**src/rtl/spi_cmd_seq.sv**
```systemverilog
// Turns one host register write/read into a contiguous multi-byte frame on the
// 8-bit SPI master, with a per-byte timeout and a CS-high gap between frames.
module spi_cmd_seq #(
    parameter logic [7:0]  CMD_WR     = 8'h02,
    parameter logic [7:0]  CMD_RD     = 8'h03,
    parameter int unsigned GAP_CYCLES = 4,
    parameter int unsigned TIMEOUT    = 64
) (
    input  logic       I_clk,
    input  logic       I_rst_n,
    input  logic       I_req_valid,
    output logic       O_req_ready,
    input  logic       I_req_rw,
    input  logic [7:0] I_req_addr,
    input  logic [7:0] I_req_wdata,
    output logic       O_rsp_valid,
    output logic [7:0] O_rsp_rdata,
    output logic       O_rsp_err,
    output logic       O_tx_en,
    output logic       O_rx_en,
    output logic [7:0] O_data_in,
    input  logic       I_tx_done,
    input  logic       I_rx_done,
    input  logic [7:0] I_data_out
);

    localparam int unsigned TW = $clog2(TIMEOUT + 1);
    localparam int unsigned GW = $clog2(GAP_CYCLES + 1);
    localparam logic [TW-1:0] TMO_LAST = TW'(TIMEOUT - 1);
    localparam logic [GW-1:0] GAP_LAST = GW'(GAP_CYCLES - 1);

    typedef enum logic [2:0] {
        IDLE, TX_CMD, TX_ADDR, TX_DATA, RX_DATA, GAP
    } state_t;

    state_t        state_q, state_d;
    logic          rw_q, rw_d;
    logic [7:0]    addr_q, addr_d;
    logic [7:0]    wdata_q, wdata_d;
    logic [TW-1:0] tcnt_q, tcnt_d;
    logic [GW-1:0] gcnt_q, gcnt_d;
    logic          tx_en_q, tx_en_d;
    logic          rx_en_q, rx_en_d;
    logic [7:0]    data_q, data_d;
    logic          rsp_valid_q, rsp_valid_d;
    logic [7:0]    rdata_q, rdata_d;
    logic          err_q, err_d;
    logic          abort;

    always_ff @(posedge I_clk or negedge I_rst_n) begin
        if (!I_rst_n) begin
            state_q     <= IDLE;
            rw_q        <= 1'b0;
            addr_q      <= '0;
            wdata_q     <= '0;
            tcnt_q      <= '0;
            gcnt_q      <= '0;
            tx_en_q     <= 1'b0;
            rx_en_q     <= 1'b0;
            data_q      <= '0;
            rsp_valid_q <= 1'b0;
            rdata_q     <= '0;
            err_q       <= 1'b0;
        end else begin
            state_q     <= state_d;
            rw_q        <= rw_d;
            addr_q      <= addr_d;
            wdata_q     <= wdata_d;
            tcnt_q      <= tcnt_d;
            gcnt_q      <= gcnt_d;
            tx_en_q     <= tx_en_d;
            rx_en_q     <= rx_en_d;
            data_q      <= data_d;
            rsp_valid_q <= rsp_valid_d;
            rdata_q     <= rdata_d;
            err_q       <= err_d;
        end
    end

    always_comb begin
        state_d     = state_q;
        rw_d        = rw_q;
        addr_d      = addr_q;
        wdata_d     = wdata_q;
        tcnt_d      = tcnt_q;
        gcnt_d      = gcnt_q;
        tx_en_d     = tx_en_q;
        rx_en_d     = rx_en_q;
        data_d      = data_q;
        rsp_valid_d = 1'b0;
        rdata_d     = rdata_q;
        err_d       = err_q;
        abort       = 1'b0;

        case (state_q)
            IDLE: begin
                tcnt_d = '0;
                gcnt_d = '0;
                if (I_req_valid) begin
                    rw_d    = I_req_rw;
                    addr_d  = I_req_addr;
                    wdata_d = I_req_wdata;
                    data_d  = I_req_rw ? CMD_WR : CMD_RD;
                    tx_en_d = 1'b1;
                    state_d = TX_CMD;
                end
            end
            TX_CMD: begin
                if (I_tx_done) begin
                    tcnt_d  = '0;
                    data_d  = addr_q;
                    state_d = TX_ADDR;
                end else if (tcnt_q == TMO_LAST) begin
                    abort = 1'b1;
                end else begin
                    tcnt_d = tcnt_q + TW'(1);
                end
            end
            TX_ADDR: begin
                if (I_tx_done) begin
                    tcnt_d = '0;
                    if (rw_q) begin
                        data_d  = wdata_q;
                        state_d = TX_DATA;
                    end else begin
                        // Enable handover on one edge keeps CS low into the read byte
                        tx_en_d = 1'b0;
                        rx_en_d = 1'b1;
                        data_d  = '0;
                        state_d = RX_DATA;
                    end
                end else if (tcnt_q == TMO_LAST) begin
                    abort = 1'b1;
                end else begin
                    tcnt_d = tcnt_q + TW'(1);
                end
            end
            TX_DATA: begin
                if (I_tx_done) begin
                    tcnt_d      = '0;
                    gcnt_d      = '0;
                    tx_en_d     = 1'b0;
                    rsp_valid_d = 1'b1;
                    rdata_d     = '0;
                    err_d       = 1'b0;
                    state_d     = GAP;
                end else if (tcnt_q == TMO_LAST) begin
                    abort = 1'b1;
                end else begin
                    tcnt_d = tcnt_q + TW'(1);
                end
            end
            RX_DATA: begin
                if (I_rx_done) begin
                    tcnt_d      = '0;
                    gcnt_d      = '0;
                    rx_en_d     = 1'b0;
                    rsp_valid_d = 1'b1;
                    rdata_d     = I_data_out;
                    err_d       = 1'b0;
                    state_d     = GAP;
                end else if (tcnt_q == TMO_LAST) begin
                    abort = 1'b1;
                end else begin
                    tcnt_d = tcnt_q + TW'(1);
                end
            end
            GAP: begin
                if (gcnt_q == GAP_LAST) begin
                    state_d = IDLE;
                end else begin
                    gcnt_d = gcnt_q + GW'(1);
                end
            end
            default: state_d = IDLE;
        endcase

        if (abort) begin
            tcnt_d      = '0;
            gcnt_d      = '0;
            tx_en_d     = 1'b0;
            rx_en_d     = 1'b0;
            rsp_valid_d = 1'b1;
            rdata_d     = '0;
            err_d       = 1'b1;
            state_d     = GAP;
        end
    end

    assign O_req_ready = (state_q == IDLE);
    assign O_rsp_valid = rsp_valid_q;
    assign O_rsp_rdata = rdata_q;
    assign O_rsp_err   = err_q;
    assign O_tx_en     = tx_en_q;
    assign O_rx_en     = rx_en_q;
    assign O_data_in   = data_q;

endmodule

```
**config.mk**
```make
export PLATFORM = sky130hd
export DESIGN_NAME = spi_cmd_seq
export DESIGN_NICKNAME = d
export VERILOG_FILES = /design/src/rtl/spi_cmd_seq.sv
export SDC_FILE = /design/constraint.sdc
export NUM_CORES = 1
export LEC_CHECK = 0
export BUFFER_PORTS_ARGS = -buffer_cell sky130_fd_sc_hd__buf_2
export CAP_MARGIN = 10
export CORE_MARGIN = 2
export CORE_UTILIZATION = 49
export CTS_CLUSTER_SIZE = 28
export DETAILED_ROUTE_END_ITERATION = 7
export HOLD_SLACK_MARGIN = 0.08
export PLACE_DENSITY = 0.83
export RECOVER_POWER = 25
export SYNTH_ARGS = -nofsm -noshare
export SYNTH_HDL_FRONTEND = slang
export SYNTH_SLANG_ARGS = --single-unit
```
**constraint.sdc**
```tcl
create_clock -name I_clk -period 1.9 [get_ports I_clk]
set_clock_uncertainty 0.1 [all_clocks]
set_input_delay 0.095 -clock I_clk [delete_from_list [all_inputs] [get_ports I_clk]]
set_output_delay 0.095 -clock I_clk [all_outputs]
set_load 0.05 [all_outputs]
```
Yosys cells after proc, flatten, opt, wreduce, memory -nomap -nowiden --
Index checks and enable logic that the tools add are counted.
Word-level totals: bits of input ports 30, register bits after elaboration 50, word-level logic and storage cells 97
Operators by class: mux-type cells 50, reduce and logical (&&, ||, !) cells 15, add/subtract/negate cells 2, eq/ne operators 18
Operators with widths (number):
- 2-to-1 mux 8 bit | 7
- 2-to-1 mux 3 bit | 12
- 2-to-1 mux 7 bit | 4
- one-hot mux 8 bit (3 select lines) | 1
- inequality test 3 bit (second input constant) | 7
- one-hot mux 7 bit (3 select lines) | 1
- one-hot mux 3 bit (6 select lines) | 1
- 2-to-1 mux 1 bit | 17
- one-hot mux 8 bit (2 select lines) | 1
- one-hot mux 3 bit (4 select lines) | 1
- AND reduction 4 bit | 3
- equality test 3 x 2 -> 1 bit (second input constant) | 3
- nonzero test 3 bit | 3
- one-hot mux 1 bit (2 select lines) | 4
- nonzero test 4 bit | 2
- adder 7 x 1 -> 7 bit (second input constant) | 1
- equality test 7 x 6 -> 1 bit (second input constant) | 1
- equality test 3 bit (second input constant) | 2
- inequality test 2 bit (second input constant) | 3
- AND reduction 6 bit | 1
- AND reduction 5 bit | 1
- nonzero test 5 bit | 1
- adder 3 x 1 -> 3 bit (second input constant) | 1
- equality test 3 x 1 -> 1 bit (second input constant) | 1
- other kinds (6) | 6

Logic depth before layout (Yosys ltp) --
Gate-level depths: netlist of the first run.
depth in word-level cells 6, depth in mapped cells 7, depth with buffers taken out 7

Worst setup path after synthesis of the first run --
OpenSTA, ideal clock, no wires.
path kind register to register, from register tcnt_q[0], to register rdata_q[0], in the netlist O_rsp_rdata[0], data arrival time 1.755 ns, clock period less this slack 1.976 ns, setup time 0.121 ns, path buffers 1, slack -0.076 ns, cell stages (with the launch flop) 7, cell sequence dfrtp_1 ha_1 nand3_4 or3_1 a311o_1 buf_6 a22o_1
Between the ends: word-level cells in the longest chain between the ends 6, elaborated cells on any way between the ends 10, classes of those cells eq/ne (3); mux (5); reduce/logical (2)
RTL lines:
- from (decl) | RTL line 40 | logic [TW-1:0] tcnt_q, tcnt_d;
- from (signal assigned) | RTL line 69 | tcnt_q <= tcnt_d;
- equality test 7 x 6 -> 1 bit (*)
- 2-to-1 mux 1 bit (*)
- 2-to-1 mux 1 bit (on tied branches) | RTL line 154, 139
- one-hot mux 1 bit (2 select lines) (*) | RTL line 95 | case (state_q)
- inequality test 3 bit (no source line) or nonzero test 3 bit (tied branches)
- AND reduction 3 bit (no source line)
- to (signal assigned) | RTL line 75 | rdata_q <= rdata_d;
- to (decl) | RTL line 46 | logic [7:0] rdata_q, rdata_d;
Mark *: on every way between the ends. The rest lies on a longest branch, timed or not. A chain may end at the register's enable or synchronous reset.

Final worst setup path of the first run --
from register tcnt_q[0], to register rdata_q[5], in the netlist O_rsp_rdata[5]
The elaborated chain is that of the path after synthesis.

==> results.txt, run 1 <==
Outcome = complete, but fails checks
Failing checks = setup timing
Max-slew violations = 0
Cell Count, Final, Fillers Out = 383
Antenna violations before repair = 0
Post-Synth Adder-Cell Area = 0.01553
Relative slew margins = 0.5418
I/O Pins = 51
Die area = 0.005511 mm2
Largest net degree at the start of global routing = 22
Mux cell area share after synthesis = 0.08747
DRT Pass-1 Iters = 4
Avg WL per Cell = 18.07 um
Critical Path End Type = register
Most frequent cells in the layout = dfrtp_1, buf_2, buf_4
Synth cell types = 47
GR Util met3 = 0.04472
Port bufs = 50
Total negative slack = -0.1245 ns
Mapped Area = 0.002417 mm2
Total grt overflow = 0
Req. time, crit path = 1.99 ns
Setup Viol. Count Final = 7
Core Footprint = 0.004755 mm2
Post-synthesis compound-gate area fraction = 0.2039
Die Height = 74.24 um
CP Launch Type = register
RSZ-0062 raised after global routing = yes
CTS root buffer = clkbuf_8
Sequential-to-total area share from yosys stat = 0.5176
Placed cell count = 343
N_diodes = 0
Syn nets = 247
Synth Area per Inst = 11.30 um2
# rows = 25
Hold Slack = 0.1125 ns
# Max-Cap Violations = 0
Critical path arrival = 2.02 ns
RD Place Congestion = 0.9345
Vias in the first global route = 2,256
Main flop type after synthesis = dfrtp_1
Yosys reg bits = 50
Fin nets = 348
GRT Overall Usage = 0.2600
Hold Crit Class = primary input to register
Peak supply drop = 1.001 mV
Clk Latency, worst-skew pair = 0.31 ns
Top fanout value on the critical path = 5
Die width = 74.24 um
Tcrit/Tclk final = 1.018
Hold Vio Cnt, Final = 0
Max Root-Sink Buffers = 2
PD cells = 1612 mW/mm2
EDFF count, synth = 0
Share of synthesized registers carrying an async set or reset = 1.000
P_leak = 0.001616 uW
CTS tree = done
Synth top area cells = dfrtp_1, mux2_2, a22o_1
Placed instance area = 0.002875 mm2
H-tree levels = 2
Fmax = 516.9 MHz
Synth-to-layout area growth = 39.75%
Synth warn = 0
Total vias in the final route = 2,173
Clock sink count = 50
Synthesized instance count = 214
Min Tclk post-route = 1.935 ns
Layout cells sized above 1 = 0.3861
Post-synthesis simple-gate area fraction = 0.1247
First-pass GRT wire length = 10,870 um
Drt total wl = 6920 um
Largest family of logic cells by synthesized area = compound AO/OA/AOI/OAI gates
Initial Util = 0.5084
Measured slew at the worst slew-check pin = 0.6873 ns
Final ANT Viol Nets = 0
Final Cell Area = 0.003378 mm2
Design Power = 5446 uW
DR iter-0 viols = 171
Met2 usage = 0.4415
Cell taking the most area after synthesis = dfrtp_1
DP Wirelength = 4103 um
Post-route DRC = 0
Post-Synth XOR/XNOR Area = 0.003623
Final WS setup = -0.03466 ns
Area share of the largest cell type after synthesis = 0.5176
Vias per Instance = 5.674
Setup CP Type = register to register
Num CTS Buffers = 5
GRT Max-Usage Layer = met2
Clock slew at reported path FFs = 0.10 ns
GR Util met1 = 0.3310
cell families (layout without fill, tap and decap cells):
kind of cell	count (synthesis)	count (layout)
compound gates	65	66
simple gates	56	56
flops	50	50
buf+inv	20	121
mux	19	19
fa+ha+maj	3	3
xor+xnor	1	1
cells in the mapped netlist (3+ instances only):
master / n
nand3_1: 5
a32o_1: 7
buf_2: 3
nor2_1: 10
a21oi_1: 6
nand2_1: 16
a21o_1: 4
mux2_2: 17
clkbuf_1: 7
dfrtp_1: 50
inv_1: 5
a22o_1: 15
and3_1: 3
nor3_1: 6
ha_1: 3
o21ai_0: 13
nor2b_1: 5
final timing paths:
path                                 from             end  slack, ns  depth (start not counted)
worst max-delay path            tcnt_q[0]  O_rsp_rdata[5]      -0.03                          5
worst min-delay path            I_tx_done    O_data_in[1]       0.11                          2
worst max register to register  tcnt_q[0]  O_rsp_rdata[5]      -0.03                          5
worst min register to register  gcnt_q[0]       gcnt_q[0]       0.39                          1
max in group asynchronous         I_rst_n       tcnt_q[3]       0.61                          3
min in group asynchronous         I_rst_n      wdata_q[4]       0.23                          2
where the power goes:
| part | internal, uW | switching, uW |
|---|---|---|
| Clock | 527 | 367 |
| Sequential | 1470 | 301 |
| Combinational | 1120 | 1660 |
| Total | 3120 | 2330 |
sequential cells by signal, indices dropped and copies added (netlist names):
register / cells
O_data_in: 8
O_rsp_err: 1
O_rsp_rdata: 8
O_rsp_valid: 1
O_rx_en: 1
O_tx_en: 1
addr_q: 8
gcnt_q: 3
rw_q: 1
state_q: 3
tcnt_q: 7
wdata_q: 8
metrics by stage:
step | utilization | worst slack, ns
3_5_place_dp | 0.6047 | -0.09904
2_1_floorplan | - | 0.03466
4_1_cts | 0.7039 | -0.009883
5_1_grt | 0.7105 | -0.08673
3_3_place_gp | 0.6047 | -0.04461
6_report | 0.7105 | -0.03466
final cells by class:
| class | count | area (um2) |
|---|---|---|
| Timing Repair Buffer | 107 | 742.0 |
| Multi-Input combinational cell | 145 | 1139 |
| Clock buffer | 5 | 68.82 |
| Tap cell | 67 | 83.83 |
| Clock inverter | 3 | 68.82 |
| Sequential cell | 50 | 1254 |
| Inverter | 6 | 22.52 |
| Fill cell | 327 | 1376 |
worst max-delay path, stage by stage, from the launching register on:
cell     delay (ns)
dfrtp_1        0.42
ha_4           0.17
nand3_4        0.12
or3_4          0.37
a311o_2        0.39
a22o_1         0.25
routing by layer:
| layer | part of all wire | vias up |
|---|---|---|
| met5 | 0 | - |
| met4 | 0.023 | 0 |
| met3 | 0.048 | 19 |
| met2 | 0.53 | 82 |
| met1 | 0.40 | 1073 |
| li1 | - | 999 |
timing repair:
action                                 in CTS  in global routing
endpoints found under the hold margin      75                  0
setup endpoints to repair                  15                 22
gates cloned                                1                  0
hold buffers                               26                  0
setup buffers                               3                  2
gates resized for setup                     8                  8
pin swaps                                  11                  2
Power figures use the tool's default switching activity.
==> inputs of run 2 (changes only) <==
--- a/config.mk
+++ b/config.mk
@@ -8,11 +8,11 @@
 export BUFFER_PORTS_ARGS = -buffer_cell sky130_fd_sc_hd__buf_2
 export CAP_MARGIN = 10
 export CORE_MARGIN = 2
-export CORE_UTILIZATION = 49
+export CORE_UTILIZATION = 55
 export CTS_CLUSTER_SIZE = 28
 export DETAILED_ROUTE_END_ITERATION = 7
 export HOLD_SLACK_MARGIN = 0.08
-export PLACE_DENSITY = 0.83
+export PLACE_DENSITY = 0.87
 export RECOVER_POWER = 25
 export SYNTH_ARGS = -nofsm -noshare
 export SYNTH_HDL_FRONTEND = slang
==> constraint.sdc (replaced) <==
create_clock -name I_clk -period 2.3 [get_ports I_clk]
set_clock_uncertainty 0.1 [all_clocks]
set_input_delay 0.115 -clock I_clk [delete_from_list [all_inputs] [get_ports I_clk]]
set_output_delay 0.115 -clock I_clk [all_outputs]
set_load 0.05 [all_outputs]
==> run 2 against run 1 <==
Non-clock buffer count is 21 lower. Combinational power is 30% lower. Count of clock-buffer cells in the layout is 2 higher. Critical path depth stayed put. Fmax is 10% lower. Largest cell class unchanged. The run now ends clean. Register-to-register slack better by 0.18 ns. Die area is 10% lower. Sequential power is 19% lower. First-iteration DRC count is 37% lower. Hold slack worse by 0.032 ns. Clock power is 41% lower. Highest routed layer unchanged. Design area is 9.4% lower.
==> results.txt, run 2 (same netlist as run 1, synthesis figures left out) <==
Largest net degree at the start of global routing = 31
# rows = 24
DP Wirelength = 3678 um
Met2 usage = 0.3878
Total grt overflow = 0
P_leak = 0.001429 uW
Req. time, crit path = 2.40 ns
Top fanout value on the critical path = 10
Vias per Instance = 5.777
Reg-to-Reg Start = tcnt_q[0]
GR Util met3 = 0.04906
Critical Path End Type = register
GR Util met1 = 0.2786
Register area = 0.001251 mm2
Die area = 0.004941 mm2
Final ANT Viol Nets = 0
Most frequent cells in the layout = dfrtp_1, buf_2, dlygate4sd3_1
Setup Viol. Count Final = 0
Total negative slack = 0 ns
Total vias in the final route = 1,999
Tcrit/Tclk final = 0.9365
Final Cell Area = 0.003062 mm2
Avg WL per Cell = 15.64 um
Max-slew violations = 0
Placed instance area = 0.002716 mm2
Crit path launch = tcnt_q[0]
Multi-input logic area = 0.001060 mm2
Num CTS Buffers = 5
PD cells = 1279 mW/mm2
Clock sink count = 50
Crit Reg-Reg Endpoint = O_rsp_rdata[0]
Clk Latency, worst-skew pair = 0.31 ns
Hold path startpoint = I_tx_done
Commonest non-fill, non-tap cell in the layout = dfrtp_1
Layout cells sized above 1 = 0.2687
Fin nets = 326
RSZ-0062 raised after global routing = no
Hold Crit Class = primary input to register
Setup CP Type = register to register
N_diodes = 0
I/O Pins = 51
Die Height = 70.30 um
Post-route DRC = 0
CTS tree = done
Core Footprint = 0.004294 mm2
DR iter-0 viols = 107
RD Place Congestion = 0.8597
Fill count = 310
Min Tclk post-route = 2.154 ns
Antenna violations before repair = 0
CTS root buffer = clkbuf_8
Synth-to-layout area growth = 26.66%
Hold Path Depth = 2
Drt total wl = 5412 um
Hold Path End = O_data_in[1]
Hold Vio Cnt, Final = 0
Outcome = finished, final reports clean
Worst-case reg-to-reg path depth = 5
H-tree levels = 2
Clock slew at reported path FFs = 0.09 ns
CP Launch Type = register
Peak supply drop = 0.8228 mV
Initial Util = 0.5629
Measured slew at the worst slew-check pin = 1.083 ns
Fmax = 464.3 MHz
GRT Overall Usage = 0.2256
Vias in the first global route = 2,057
Worst reg-to-reg setup slack = 0.15 ns
Design Power = 3915 uW
Max Root-Sink Buffers = 2
Critical path arrival = 2.25 ns
GRT Max-Usage Layer = met2
DRT Pass-1 Iters = 4
Relative slew margins = 0.2783
# Max-Cap Violations = 0
Port bufs = 50
Die width = 70.30 um
First-pass GRT wire length = 8956 um
[run 2: changes by cell type in the layout (fill, tap and decap cells not counted), moves of 2 or more]
cell       change
clkbuf_1      +11
bufinv_16      -2
buf_4         -21
dfrtp_2        -2
dfrtp_1        +2
buf_2          -9
[run 2: cell type report]
cell class	count	share of cell area
inverters	6	0.007356
flip-flops and latches	50	0.4087
well taps	52	0.02125
clock buffers	7	0.02820
repair buffers	86	0.1868
clock inverters	1	0.001635
multi-input cells	144	0.3461
[run 2: how the worst max path moves through the flow]
stage                           to  slack [ns]
floorplan           O_rsp_rdata[0]        0.32
global placement    O_rsp_rdata[1]        0.25
detailed placement  O_rsp_rdata[0]        0.12
CTS                 O_rsp_rdata[0]        0.11
global route        O_rsp_rdata[0]        0.07
finish              O_rsp_rdata[0]        0.15
[run 2: timing repair]
item | 4_1_cts | 5_1_grt
endpoints found under the hold margin | 45 | 0
endpoints found under the setup margin | 0 | 8
hold buffers | 26 | 0
buffers inserted | 0 | 0
resized for setup | 0 | 1
[run 2: through the flow]
| step | instances | worst slack [ns] | hold slack [ns] | utilization |
|---|---|---|---|---|
| 4_1_cts | 346 | 0.1062 | 0.08053 | 0.7145 |
| 6_report | 346 | 0.1462 | 0.08061 | 0.7130 |
| 5_1_grt | 346 | 0.06848 | 0.08910 | 0.7130 |
| 3_5_place_dp | 312 | 0.1247 | -0.005488 | 0.6326 |
| 2_1_floorplan | 214 | 0.3243 | -0.2806 | - |
| 3_3_place_gp | 312 | 0.2461 | -0.008665 | 0.6326 |
[run 2: power by group]
part	internal, uW	total, uW	switching (uW)	leakage (uW)
registers	1210	1430	223	0.000640
clock network	243	528	285	0.0000482
logic	720	1950	1230	0.000741
[run 2: critical path: stages (launching register included)]
cell	delay [ns]
dfrtp_1	0.38
ha_1	0.24
nand3_4	0.14
or3_1	0.40
a311o_1	0.50
a22o_1	0.29
[run 2: metal layers]
| metal | routed length [um] | part of all wire |
|---|---|---|
| met1 | 2323 | 0.43 |
| met2 | 2733 | 0.50 |
| met3 | 282 | 0.052 |
| met4 | 72 | 0.013 |
| met5 | 0 | 0 |
==> inputs of run 3 (changes only) <==
--- a/config.mk
+++ b/config.mk
@@ -5,6 +5,7 @@
 export SDC_FILE = /design/constraint.sdc
 export NUM_CORES = 1
 export LEC_CHECK = 0
+export ABC_AREA = 1
 export BUFFER_PORTS_ARGS = -buffer_cell sky130_fd_sc_hd__buf_2
 export CAP_MARGIN = 10
 export CORE_MARGIN = 2
@@ -14,6 +15,7 @@
 export HOLD_SLACK_MARGIN = 0.08
 export PLACE_DENSITY = 0.87
 export RECOVER_POWER = 25
+export REMOVE_ABC_BUFFERS = 1
 export SYNTH_ARGS = -nofsm -noshare
 export SYNTH_HDL_FRONTEND = slang
 export SYNTH_SLANG_ARGS = --single-unit
==> run 3 against run 2 <==
Global-route usage rose by 3.5 points. Worst setup slack improved by 0.12 ns. Synthesized cell count rose by 35%. Wire length grew 13%. Clock power fell by 6.8%. Die area up 1.8%. Sequential share of layout area down 0.33 points. Utilization rose by 0.084 points. Count of clock-buffer cells in the layout down 1. Critical path depth is 4 higher. Register-to-register slack improved by 0.12 ns. Critical endpoint is now O_data_in[2].
==> results.txt, run 3 <==
Post-synthesis compound-gate area fraction = 0.1061
Share of synthesized registers carrying an async set or reset = 1.000
Hold path startpoint = I_tx_done
RSZ-0062 raised after global routing = no
Synthesized instance count = 288
CTS tree = done
Sequential-to-total area share from yosys stat = 0.5079
Synth top area cells = dfrtp_1, nand2_1, nand3_1
Max Root-Sink Buffers = 2
Req. time, crit path = 2.45 ns
Layout cells sized above 1 = 0.2343
RD Place Congestion = 0.9882
I/O Pins = 51
Top fanout value on the critical path = 8
Critical path arrival = 2.18 ns
Initial Util = 0.5697
Setup CP Type = register to register
Peak supply drop = 0.6511 mV
Drt total wl = 6093 um
# Max-Cap Violations = 0
EDFF count, synth = 0
Post-route DRC = 0
Main flop type after synthesis = dfrtp_1
Clock slew at reported path FFs = 0.08 ns
Vias per Instance = 5.411
Most frequent cells in the layout = nand2_1, dfrtp_1, buf_2
Hold Path Depth = 4
Die Height = 70.93 um
Tcrit/Tclk final = 0.8828
Mapped Area = 0.002464 mm2
Design Power = 4034 uW
Total grt overflow = 0
Internal = 2040 uW
Post-Synth XOR/XNOR Area = 0.007110
DR iter-0 viols = 173
Synth-to-layout area growth = 25.29%
Final ANT Viol Nets = 0
Post-synthesis simple-gate area fraction = 0.2478
Synth cell types = 28
Total vias in the final route = 2,267
Measured slew at the worst slew-check pin = 1.196 ns
Worst-case reg-to-reg path depth = 9
Top cells by instance count after synthesis = nand2_1, dfrtp_1, inv_1
DRT Pass-1 Iters = 5
Worst path most repeated cell = nand2_1
Fmax = 492.5 MHz
PD cells = 1307 mW/mm2
Post_cts resized = 0
Relative slew margins = 0.2029
Hold Vio Cnt, Final = 0
Hold Crit Class = primary input to register
Outcome = finished, final reports clean
Yosys reg bits = 50
Total negative slack = 0 ns
N_diodes = 0
Num CTS Buffers = 5
Avg WL per Cell = 14.54 um
Setup Viol. Count Final = 0
DP Wirelength = 3956 um
Reg power frac = 0.360
Die area = 0.005030 mm2
GRT Overall Usage = 0.2606
CTS root buffer = clkbuf_8
Post-Synth Adder-Cell Area = 0.01524
Antenna violations before repair = 0
Core Footprint = 0.004324 mm2
Hold Path End = state_q[1]
Clk Latency, worst-skew pair = 0.31 ns
Crit Reg-Reg Endpoint = O_data_in[2]
# rows = 24
Gate power share = 0.518
P_leak = 0.001612 uW
Mux cell area share after synthesis = 0.04571
Largest family of logic cells by synthesized area = simple AND/OR/NAND/NOR gates
H-tree levels = 2
Post-layout util = 0.7138
Synth Area per Inst = 8.554 um2
Switching Share = 0.4942
Cell taking the most area after synthesis = dfrtp_1
P_sw = 1994 uW
Area share of the largest cell type after synthesis = 0.5079
Fin nets = 400
Synth warn = 0
Commonest non-fill, non-tap cell in the layout = nand2_1
CP max-delay cell = dfrtp_1
Die width = 70.93 um
Critical Path End Type = register
Worst reg-to-reg setup slack = 0.27 ns
CP Launch Type = register
Clock share of power = 0.122
Max-slew violations = 0
Vias in the first global route = 2,234
Largest net degree at the start of global routing = 51
Clock sink count = 50
Top-count cell post-synth = nand2_1
First-pass GRT wire length = 10,190 um
Min Tclk post-route = 2.031 ns
Cell chain of the critical path = inv_1, nand2_1, nor2_1, nand2_1, inv_2, nand2_1, o21ai_0, nand2_1, nand2_1
Reg-to-Reg Start = state_q[2]
Port bufs = 50
CP peak stage delay = 0.52 ns
==> run 3: cell count changes in the layout (fill, tap and decap cells not counted), sizes merged, moves of 7 or more <==
cell    delta
nand2     +63
inv       +27
nand3     +20
nor2      +17
a22o      -14
clkbuf    -11
o21ai      +9
a21oi      +7
a32o       -7
mux2       -7
nor3       -7
==> run 3: kinds of logic after synthesis <==
logic type | after synthesis
adders and majority gates | 3
xor gates and xnor gates | 2
DFF | 50
buffers and inverters | 39
and+or+nand+nor | 138
AOI/OAI and AO/OA | 46
muxes | 10
==> run 3: layer usage <==
layer / part of all wire / GRT usage / up-vias / wire length, um
li1: - / - / 1091 / -
met1: 0.41 / 0.3384 / 1057 / 2481
met2: 0.48 / 0.4299 / 104 / 2953
met3: 0.078 / 0.05271 / 15 / 478
met4: 0.030 / 0.1069 / 0 / 180
met5: 0 / 0 / - / 0
==> run 3: critical path, delay by kind of cell (launching register included) <==
kind                   cells  cell delay, ns
AND/OR/NAND/NOR            6            0.87
flip-flops                 1            0.52
buffers and inverters      2            0.35
AO/OA/AOI/OAI              1            0.13
==> run 3: worst max-delay path by stage <==
stage | startpoint | end | depth (start not counted)
final | state_q[2] | O_data_in[2] | 9
after floorplan | state_q[0] | addr_q[0] | 5
after detailed placement | state_q[0] | state_q[2] | 10
after global routing | tcnt_q[1] | gcnt_q[1] | 8
after global placement | state_q[0] | wdata_q[6] | 5
after CTS | tcnt_q[0] | gcnt_q[2] | 8
==> run 3: power by group through the flow <==
| stage | Sequential (uW) | Combinational [uW] | Clock (uW) |
|---|---|---|---|
| 4_1_cts | 1430 | 2040 | 495 |
| 6_report | 1450 | 2090 | 492 |
| 3_3_place_gp | 1430 | 1940 | 0 |
| 5_1_grt | 1490 | 2280 | 536 |
| 3_5_place_dp | 1450 | 2000 | 0 |
| 2_1_floorplan | 1910 | 1030 | 0 |
==> run 3: timing repair <==
item,4_1_cts,5_1_grt
endpoints found under the hold margin,76,0
buffers inserted,0,0
hold buffers,26,0
==> run 3: metrics by stage <==
step	cell area, um2	hold slack [ns]	std cells	setup slack (ns)
final	3087	0.1177	419	0.2694
after detailed placement	2749	0.1579	386	0.3932
after CTS	3089	0.1196	419	0.3675
after floorplan	2411	-0.2806	281	0.3727
after global placement	2749	0.1509	386	0.4877
after global routing	3087	0.1684	419	0.1170
==> run 3: cell type report <==
type	instances	area [um2]
sequential	50	1251
fill	337	1237
multi-input combinational	199	1040
timing repair buffer	79	530.5
inverter	32	120.1
clock buffer	6	72.57
tap	52	65.06
clock inverter	1	7.507
